[config.mk]
export PLATFORM = sky130hd
export DESIGN_NAME = demux_1x2_buf
export DESIGN_NICKNAME = d
export VERILOG_FILES = /design/src/rtl/demux_1x2_buf.sv
export SDC_FILE = /design/constraint.sdc
export NUM_CORES = 1
export LEC_CHECK = 0
export CORE_MARGIN = 10
export CORE_UTILIZATION = 29
export CTS_BUF_LIST = sky130_fd_sc_hd__clkbuf_4
export DETAILED_ROUTE_END_ITERATION = 6
export MAX_ROUTING_LAYER = met4
export PLACE_DENSITY = 0.58
export RECOVER_POWER = 50
export SYNTH_ARGS = -nofsm -noshare
export SYNTH_HDL_FRONTEND = slang
export SYNTH_SLANG_ARGS = --single-unit
export TNS_END_PERCENT = 20
[constraint.sdc]
create_clock -name clk -period 2.8 [get_ports clk]
set_input_delay 0.56 -clock clk [delete_from_list [all_inputs] [get_ports clk]]
set_output_delay 0.56 -clock clk [all_outputs]
set_load 0.05 [all_outputs]
[src/rtl/demux_1x2_buf.sv]
// Buffered 1:2 stream demux: each word is steered by in_sel into a private DEPTH-entry FIFO per output.
// Latency: 1 cycle, from input acceptance to the registered FIFO head on outk_data/outk_valid.
// Backpressure: in_ready = !full of the selected FIFO only; define DEMUX_1X2_STATS_EN for out1_cnt/out2_cnt.

// Circular-buffer FIFO with wr_ptr/rd_ptr and an occupancy count.
// Latency: a pushed word is visible at the head after the push edge; empty head reads as 0.
// Backpressure: push is ignored when full and pop is ignored when empty.
module demux_1x2_buf_fifo #(
    parameter int WIDTH = 8,
    parameter int DEPTH = 2
) (
    input  logic             clk,
    input  logic             rst_n,
    input  logic             push,
    input  logic [WIDTH-1:0] wdata,
    input  logic             pop,
    output logic [WIDTH-1:0] rdata,
    output logic             full,
    output logic             empty
);
    localparam int AW = $clog2(DEPTH);
    localparam logic [AW:0]   FULL_CNT = (AW+1)'(DEPTH);
    localparam logic [AW-1:0] LAST_PTR = AW'(DEPTH - 1);

    logic [WIDTH-1:0] mem [DEPTH];
    logic [AW-1:0]    wr_ptr;
    logic [AW-1:0]    rd_ptr;
    logic [AW:0]      count;
    logic             do_push;
    logic             do_pop;

    assign full    = (count == FULL_CNT);
    assign empty   = (count == '0);
    assign do_push = push && !full;
    assign do_pop  = pop && !empty;
    assign rdata   = empty ? '0 : mem[rd_ptr];

    always_ff @(posedge clk or negedge rst_n) begin
        if (!rst_n) begin
            wr_ptr <= '0;
            rd_ptr <= '0;
            count  <= '0;
        end else begin
            if (do_push) begin
                wr_ptr <= (wr_ptr == LAST_PTR) ? '0 : wr_ptr + 1'b1;
            end
            if (do_pop) begin
                rd_ptr <= (rd_ptr == LAST_PTR) ? '0 : rd_ptr + 1'b1;
            end
            case ({do_push, do_pop})
                2'b10:   count <= count + 1'b1;
                2'b01:   count <= count - 1'b1;
                default: count <= count;
            endcase
        end
    end

    // Storage is deliberately left out of reset; an empty FIFO masks it to 0.
    always_ff @(posedge clk) begin
        if (do_push) begin
            mem[wr_ptr] <= wdata;
        end
    end
endmodule

module demux_1x2_buf #(
    parameter int WIDTH = 8,
    parameter int DEPTH = 2
) (
    input  logic             clk,
    input  logic             rst_n,
    input  logic [WIDTH-1:0] in_data,
    input  logic             in_sel,
    input  logic             in_valid,
    output logic             in_ready,
    output logic [WIDTH-1:0] out1_data,
    output logic             out1_valid,
    input  logic             out1_ready,
    output logic [WIDTH-1:0] out2_data,
    output logic             out2_valid,
    input  logic             out2_ready
`ifdef DEMUX_1X2_STATS_EN
    ,
    output logic [15:0]      out1_cnt,
    output logic [15:0]      out2_cnt
`endif
);
    logic full1;
    logic full2;
    logic empty1;
    logic empty2;
    logic push1;
    logic push2;
    logic pop1;
    logic pop2;

    // Readiness looks only at the full flag, so a same-cycle pop never admits a push.
    assign in_ready   = in_sel ? !full2 : !full1;
    assign push1      = in_valid && in_ready && !in_sel;
    assign push2      = in_valid && in_ready && in_sel;
    assign out1_valid = !empty1;
    assign out2_valid = !empty2;
    assign pop1       = out1_valid && out1_ready;
    assign pop2       = out2_valid && out2_ready;

    demux_1x2_buf_fifo #(.WIDTH(WIDTH), .DEPTH(DEPTH)) u_fifo1 (
        .clk   (clk),
        .rst_n (rst_n),
        .push  (push1),
        .wdata (in_data),
        .pop   (pop1),
        .rdata (out1_data),
        .full  (full1),
        .empty (empty1)
    );

    demux_1x2_buf_fifo #(.WIDTH(WIDTH), .DEPTH(DEPTH)) u_fifo2 (
        .clk   (clk),
        .rst_n (rst_n),
        .push  (push2),
        .wdata (in_data),
        .pop   (pop2),
        .rdata (out2_data),
        .full  (full2),
        .empty (empty2)
    );

`ifdef DEMUX_1X2_STATS_EN
    always_ff @(posedge clk or negedge rst_n) begin
        if (!rst_n) begin
            out1_cnt <= '0;
            out2_cnt <= '0;
        end else begin
            if (pop1) begin
                out1_cnt <= out1_cnt + 16'd1;
            end
            if (pop2) begin
                out2_cnt <= out2_cnt + 16'd1;
            end
        end
    end
`endif
endmodule

# After elaboration in Yosys (flattened, before gate mapping)
# Memory sizes are Yosys's and may differ from the RTL's.
# Index checks and enable logic that the tools add are counted.
[word_totals] ff_bits=8 ram_bits=32 input_bits=14 out_inout_bits=19 elab_cells=53 mem_count=2
[classes] add_sub_neg=8 n_eq_ne=6 n_mux=13 reduce_logical=18
[memory_table] name="u_fifo1.mem" depth=2 word_bits=8 rd=1 rd_clocked_by_memory_dff=0 wr=1 line="25" rtl="logic [WIDTH-1:0] mem [DEPTH];"
[memory_table] name="u_fifo2.mem" depth=2 word_bits=8 rd=1 rd_clocked_by_memory_dff=0 wr=1 line="25"
[ops] op="$mux W8" count=2
[ops] op="$logic_and A1 B1 Y1" count=9
[ops] op="$mux W1" count=9
[ops] op="$eq A2 B2 Y1 const B" count=4
[ops] op="$pmux W2 S2" count=2
[ops] op="$logic_not A1 Y1" count=5
[ops] op="$add A1 B1 Y1 const B" count=4
[ops] op="$add A2 B1 Y2 const B" count=2
[ops] op="$eq A2 B1 Y1 const B" count=2
[ops] op="$logic_not A2 Y1" count=2
[ops] op="$reduce_bool A2 Y1" count=2
[ops] op="$sub A2 B1 Y2 const B" count=2

# Logic depth before layout (Yosys ltp)
# Gate-level depths: netlist of the first run.
[logic_depth] ltp_word=8 ltp_mapped=6 mapped_depth_nobuf=6

# Cells and area by module
# A second synthesis of the first run with hierarchy kept.
[hier_totals] hier_cells=109 area_unflattened_um2=1645.3
[by_module_without_submodules] mod="demux_1x2_buf_fifo" instances=2 cells_per_inst=51 area_each_um2=799.5 seq_area_each_um2=580.6
[by_module_without_submodules] mod="demux_1x2_buf" instances=1 cells_per_inst=7 area_each_um2=46.3 seq_area_each_um2=0.0

# Worst setup path after synthesis of the first run
# Ideal clock, no wire load.
[synth_timing] path_kind="flip-flop to output port" startpoint="reg u_fifo1.rd_ptr" endpoint="out out1_data[0]" t_arrival_ns=1.307 t_required_ns=2.240 path_slack_ns=0.933 path_stages_with_launch=4 n_path_buf=1 cell_sequence="dfrtp_1 buf_2 mux2i_1 nor2_1"
[synth_via] elab_chain_len=2
[synth_rtl] element="start, declared" line="27" rtl="logic [AW-1:0] rd_ptr;"
[synth_rtl] element="start signal, assigned" line="48" rtl="rd_ptr <= (rd_ptr == LAST_PTR) ? '0 : rd_ptr + 1'b1;"
[synth_rtl] element="$mem_v2 Z2 W8"
[synth_rtl] element="$mux W8" line="36" rtl="assign rdata = empty ? '0 : mem[rd_ptr];"
[synth_rtl] element="end, declared" line="76" rtl="output logic [WIDTH-1:0] out1_data,"
# No other way between the ends.

# Worst setup path after layout of the first run
[layout_timing] startpoint="reg u_fifo2.rd_ptr" endpoint="out out2_data[0]"
[layout_via] elab_chain_len=2
[layout_rtl] element="start, declared" line="27"
[layout_rtl] element="start signal, assigned" line="48"
[layout_rtl] element="$mem_v2 Z2 W8"
[layout_rtl] element="$mux W8" line="36"
[layout_rtl] element="end, declared" line="79" rtl="output logic [WIDTH-1:0] out2_data,"
# No other way between the ends.

==> results_dict.tcl, run 1 <==
set metrics [dict create \
    r2r_slack_ns 1.06 \
    max_freq_mhz 389.6 \
    wl_per_cell_um 13.62 \
    core.rowCount 27 \
    hold_class "reg -> reg" \
    p_total_w 0.002537 \
    ir_drop_mv 0.5512 \
    finalWorstSetupSlack_ns 0.2331 \
    grt_max_degree 13 \
    final_layout_size_suffix_gt1_share_pct 11.03 \
    cts_buffer_depth 2 \
    fillCellCount 551 \
    worstMarginPinSlew_ns 0.6192 \
    finClkSkew_ns 0.009595 \
    grt_setup_unrepaired "no" \
    cp_max_fo 9 \
    dp_hpwl_mm 2.340 \
    grt_pass1_wl_mm 4.912 \
    timing.final.crit_share_pct 91.67 \
    syn_nets 121 \
    hold_end "u_fifo1.wr_ptr$_DFFE_PN0P_" \
    seq_area_frac_synth_pct 71.38 \
    relSlewSlack_pct 58.57 \
    ios 33 \
    hold_path_startpoint "u_fifo1.wr_ptr$_DFFE_PN0P_" \
    ant_nets 0 \
    synth.distinct_cells 15 \
    outcome "complete, no violations" \
    fin_crit_ns 2.567 \
    num_vias 883 \
    dieArea_mm2 0.009004 \
    clock_latency_ns 0.34 \
    worstSetupStartpointType "register" \
    overflow 0 \
    core_mm2 0.005473 \
    finalHoldViolCount 0 \
    antenna_cells 0 \
    areaGrowthSynthToFinish_pct 29.92 \
    initial_utilization_pct 29.72 \
    port_buffers 32 \
    synth.avg_cell_area_um2 15.49 \
    antenna_found_initial 0 \
    cts_buffers 5 \
    power.density_mw_per_mm2 1200 \
    drv_slew 0 \
    drt_iter0_drc 20 \
    setup_viol 0 \
    pre_cts_ws_ns 0.4909 \
    htreeDepth 2 \
    drt-vias-per-instance 4.069 \
    grt_pass1_vias 977 \
    synthCells 105 \
    nNetsFinal 160 \
    finalSetupTns_ns 0 \
    remaining_drc_errors 0 \
    whs_path_depth 1 \
    ys_ff_latch 40 \
    holdBufCountCts 0 \
    clkSlewWorstSetupHoldPaths_ns 0.10 \
    r2r-start "u_fifo1.count[0]$_DFFE_PN0P_" \
    ys_warn_count 0 \
    r2r_cells 4 \
    endpoint_kind "output pin" \
    place_congestion 0.7324 \
    path_class "reg -> out" \
    timing.hold.ws_ns 0.5068 \
    dr.pass1.iters 4 \
    worstPathRequired_ns 2.24 \
    syn-cell-area_mm2 0.001627 \
    maxCapViolCount 0 \
    cp.arrival_ns 2.01 \
    die_w_um 94.89 \
    cts_tree "yes" \
    cellLeakagePower_nw 0.7992 \
    die_h_um 94.89 \
    clock-sinks 40 \
    root_buffer "clkbuf_4" \
    wl_mm 2.956 \
    grt_usage_pct 7.477 \
    worst_r2r_endpoint "u_fifo1.mem[1][1]$_DFFE_PP_" \
]
[power breakdown]
group          total, W  internal, W  switching, W
combinational   0.00127     0.000459      0.000809
sequential     0.000903     0.000773      0.000130
clock          0.000366     0.000197      0.000169
[synthesized netlist by cell type (all sizes together)]
cell	count	area (µm²)
nand3b	1	11.26
nor2	24	95.09
inv	4	15.01
nand3	1	10.01
dfrtp	8	200.2
nor2b	2	27.53
xor2	4	35.03
ha	2	25.02
xnor2	6	52.55
edfxtp	32	960.9
nand2b	2	12.51
buf	2	10.01
mux2	1	11.26
mux2i	16	160.2
[kinds of logic after synthesis]
group	count (synthesis)	share of synthesized area, %
DFF	40	71.38
muxes	17	10.54
xor gates and xnor gates	10	5.384
buffers and inverters	6	1.538
adders and majority gates	2	1.538
and+or+nand+nor	30	9.615
[flip-flops by register name (all words and copies together), names as in the netlist]
signal,count
u_fifo1.rd_ptr,1
u_fifo1.wr_ptr,1
u_fifo2.count,2
u_fifo2.mem,16
u_fifo2.wr_ptr,1
u_fifo2.rd_ptr,1
u_fifo1.count,2
u_fifo1.mem,16
[worst max-delay path, stage by stage, from the launching register on]
cell and delay (ns):
dfrtp_1 0.62, mux2i_1 0.13, nor2_1 0.11, clkdlybuf4s50_1 0.81
[repair_timing]
item	4_1_cts	5_1_grt
buffers inserted	0	0
resized for setup	0	2
setup endpoints to repair	0	2
[layer usage]
metal / GRT usage, % / vias up / routed length (µm)
met5: - / - / 0
met3: 2.458 / 4 / 205
li1: - / 447 / -
met4: 3.367 / 0 / 51
met1: 8.940 / 400 / 1321
met2: 11.21 / 32 / 1379
[metrics by stage]
stage / utilization, % / area (µm²) / std cells
2_1_floorplan: - / 1627 / 105
3_3_place_gp: 37.27 / 2039 / 209
3_5_place_dp: 37.27 / 2039 / 209
4_1_cts: 38.73 / 2120 / 217
5_1_grt: 38.61 / 2113 / 217
6_report: 38.61 / 2113 / 217
[layout make-up]
type | instances | area, µm² | area share, %
clock inverters | 2 | 35.03 | 1.658
multi-input cells | 59 | 436.7 | 20.66
flip-flops and latches | 40 | 1162 | 55.00
clock buffers | 6 | 45.04 | 2.131
inverters | 4 | 15.01 | 0.7105
well taps | 72 | 90.09 | 4.263
repair buffers | 34 | 329.1 | 15.57
[how the worst max path moves through the flow]
stage	start	end	slack, ns	depth (start not counted)
final	u_fifo2.rd_ptr$_DFFE_PN0P_	out2_data[0]	0.23	3
after global placement	u_fifo1.rd_ptr$_DFFE_PN0P_	out1_data[6]	0.54	3
after detailed placement	u_fifo1.count[0]$_DFFE_PN0P_	out1_data[6]	0.49	3
after global routing	u_fifo2.rd_ptr$_DFFE_PN0P_	out2_data[4]	0.05	3
after floorplan	u_fifo1.rd_ptr$_DFFE_PN0P_	out1_data[0]	0.93	3
after CTS	u_fifo1.count[0]$_DFFE_PN0P_	out1_data[6]	0.1	3
[cell usage in the layout, fill, tap and decap left out]
cell and n:
edfxtp_1 32, nand3_1 1, inv_1 4, clkbuf_4 6, xnor2_1 6, nand2b_1 2
nor2b_4 2, ha_1 2, clkinv_2 1, dlygate4sd3_1 10, nor2_4 1, clkdlybuf4s50_1 21
nor2_1 22, buf_4 2, dfrtp_2 1, clkbuf_1 1, dfrtp_1 7, xor2_1 4
nand3b_1 1, mux2_2 1, mux2i_1 16, nor2_2 1, bufinv_16 1
Power figures use the tool's default switching activity.
==> run 2: changes to the inputs <==
--- a/config.mk
+++ b/config.mk
@@ -5,6 +5,7 @@
 export SDC_FILE = /design/constraint.sdc
 export NUM_CORES = 1
 export LEC_CHECK = 0
+export CORE_ASPECT_RATIO = 0.6
 export CORE_MARGIN = 10
 export CORE_UTILIZATION = 29
 export CTS_BUF_LIST = sky130_fd_sc_hd__clkbuf_4
==> run 2 against run 1 <==
Compared with the run above: worst hold slack barely moved; design area rose by 0.47%; flip-flop and latch count did not move; critical path depth did not move; utilization rose by 0.050 points; power rose by 0.52%; setup slack got worse by 0.13 ns; highest routed layer unchanged.
==> results_dict.tcl, run 2 (same netlist as run 1, synthesis figures left out) <==
set metrics [dict create \
    outcome "complete, no violations" \
    grt_pass1_vias 994 \
    wl_mm 3.269 \
    cpMaxStageDelayCell "clkdlybuf4s50_1" \
    antenna_found_initial 0 \
    initial_utilization_pct 29.62 \
    crit_path_max_incr_delay_ns 0.81 \
    drv_slew 0 \
    root_buffer "clkbuf_4" \
    ir_drop_mv 0.3565 \
    cts_resized 0 \
    grt_pass1_wl_mm 5.188 \
    htreeDepth 2 \
    dp_hpwl_mm 2.507 \
    post_cts_buffers 0 \
    final_common_cell "edfxtp_1" \
    clock_latency_ns 0.33 \
    ant_nets 0 \
    endpoint_kind "output pin" \
    cts_buffer_depth 2 \
    grt_max_degree 13 \
    timing.final.crit_share_pct 96.23 \
    dieArea_mm2 0.009103 \
    cp.arrival_ns 2.13 \
    nNetsFinal 163 \
    worstMarginPinSlew_ns 0.5229 \
    final_layout_size_suffix_gt1_share_pct 10.81 \
    port_buffers 32 \
    die_w_um 116.7 \
    finalHoldViolCount 0 \
    dr.pass1.iters 4 \
    place_congestion 0.7267 \
    maxCapViolCount 0 \
    holdBufCountCts 0 \
    cp_max_fo 9 \
    cts_tree "yes" \
    path_class "reg -> out" \
    fin_util_pct 38.66 \
    worstSetupStartpointType "register" \
    remaining_drc_errors 0 \
    p_total_w 0.002550 \
    path_buf_inv 1 \
    core.rowCount 21 \
    cellLeakagePower_nw 0.8214 \
    antenna_cells 0 \
    areaGrowthSynthToFinish_pct 30.54 \
    drt_iter0_drc 63 \
    finClkSkew_ns 0.003959 \
    cp_cell_sequence "mux2i_1 -> nor2_1 -> clkdlybuf4s50_1" \
    critPathTopFamily "buffers and inverters" \
    core_mm2 0.005492 \
    clkSlewWorstSetupHoldPaths_ns 0.11 \
    fillCellCount 523 \
    power.density_mw_per_mm2 1201 \
    hold_class "reg -> reg" \
    setup_viol 0 \
    largestRegisters "u_fifo1.mem: 16 flops, u_fifo2.mem: 16 flops" \
    max_freq_mhz 371.2 \
    clock-sinks 40 \
    worstPathRequired_ns 2.24 \
    relSlewSlack_pct 65.09 \
    grt_setup_unrepaired "no" \
    cts_buffers 5 \
    grt_usage_pct 7.807 \
    die_h_um 78.01 \
    finalSetupTns_ns 0 \
    wl_per_cell_um 15.06 \
    overflow 0 \
    layout_common_cells "edfxtp_1, nor2_1, clkdlybuf4s50_1, mux2i_1, dlygate4sd3_1" \
    fin_crit_ns 2.694 \
    ios 33 \
    num_vias 922 \
    drt-vias-per-instance 4.249 \
]
[run 2: power breakdown]
part           switching, W  internal, W
registers          0.000130     0.000770
clock network      0.000172     0.000182
logic              0.000825     0.000471
[run 2: worst paths after layout]
path	from	endpoint	slack (ns)	depth (start not counted)
setup / recovery	u_fifo1.rd_ptr$_DFFE_PN0P_	out1_data[6]	0.11	3
setup reg to reg	u_fifo1.count[1]$_DFFE_PN0P_	u_fifo1.count[1]$_DFFE_PN0P_	0.95	6
hold reg to reg	u_fifo2.wr_ptr$_DFFE_PN0N_	u_fifo2.wr_ptr$_DFFE_PN0N_	0.51	1
min in group asynchronous	rst_n	u_fifo1.count[1]$_DFFE_PN0P_	0.58	1
max in group asynchronous	rst_n	u_fifo2.rd_ptr$_DFFE_PN0P_	1.93	1
hold / removal	u_fifo2.wr_ptr$_DFFE_PN0N_	u_fifo2.wr_ptr$_DFFE_PN0N_	0.51	1
[run 2: stage by stage]
step,hold WS (ns),std cells,setup slack [ns],cell area [µm²]
after floorplan,0.2644,105,0.9331,1627
after global routing,0.5435,217,0.004120,2123
after CTS,0.5058,217,0.06517,2133
final,0.5067,217,0.1057,2123
after global placement,0.4819,209,0.4904,2058
after detailed placement,0.4855,209,0.4756,2058
[run 2: final cells by class]
class / count / area [µm²] / share of cell area (%)
clock buffers: 5 / 37.54 / 1.768
clock inverters: 3 / 37.54 / 1.768
inverters: 4 / 15.01 / 0.7071
multi-input cells: 59 / 431.7 / 20.33
flip-flops and latches: 40 / 1161 / 54.68
well taps: 69 / 86.33 / 4.066
repair buffers: 37 / 354.1 / 16.68
[run 2: routing by layer]
| metal | wire length (µm) | share of wire, % | global-route usage (%) | up-vias |
|---|---|---|---|---|
| met5 | 0 | 0 | - | - |
| met4 | 34 | 1.0 | 3.317 | 0 |
| met3 | 180 | 5.5 | 2.430 | 2 |
| met2 | 1501 | 46 | 11.81 | 25 |
| met1 | 1553 | 48 | 9.454 | 444 |
| li1 | - | - | - | 451 |
==> run 3: changes to the inputs <==
--- a/config.mk
+++ b/config.mk
@@ -9,6 +9,7 @@
 export CORE_MARGIN = 10
 export CORE_UTILIZATION = 29
 export CTS_BUF_LIST = sky130_fd_sc_hd__clkbuf_4
+export CTS_CLUSTER_DIAMETER = 100
 export DETAILED_ROUTE_END_ITERATION = 6
 export MAX_ROUTING_LAYER = met4
 export PLACE_DENSITY = 0.58
==> results of run 3 <==
No change in the layout: final DEF, timing and power equal those of run 2.
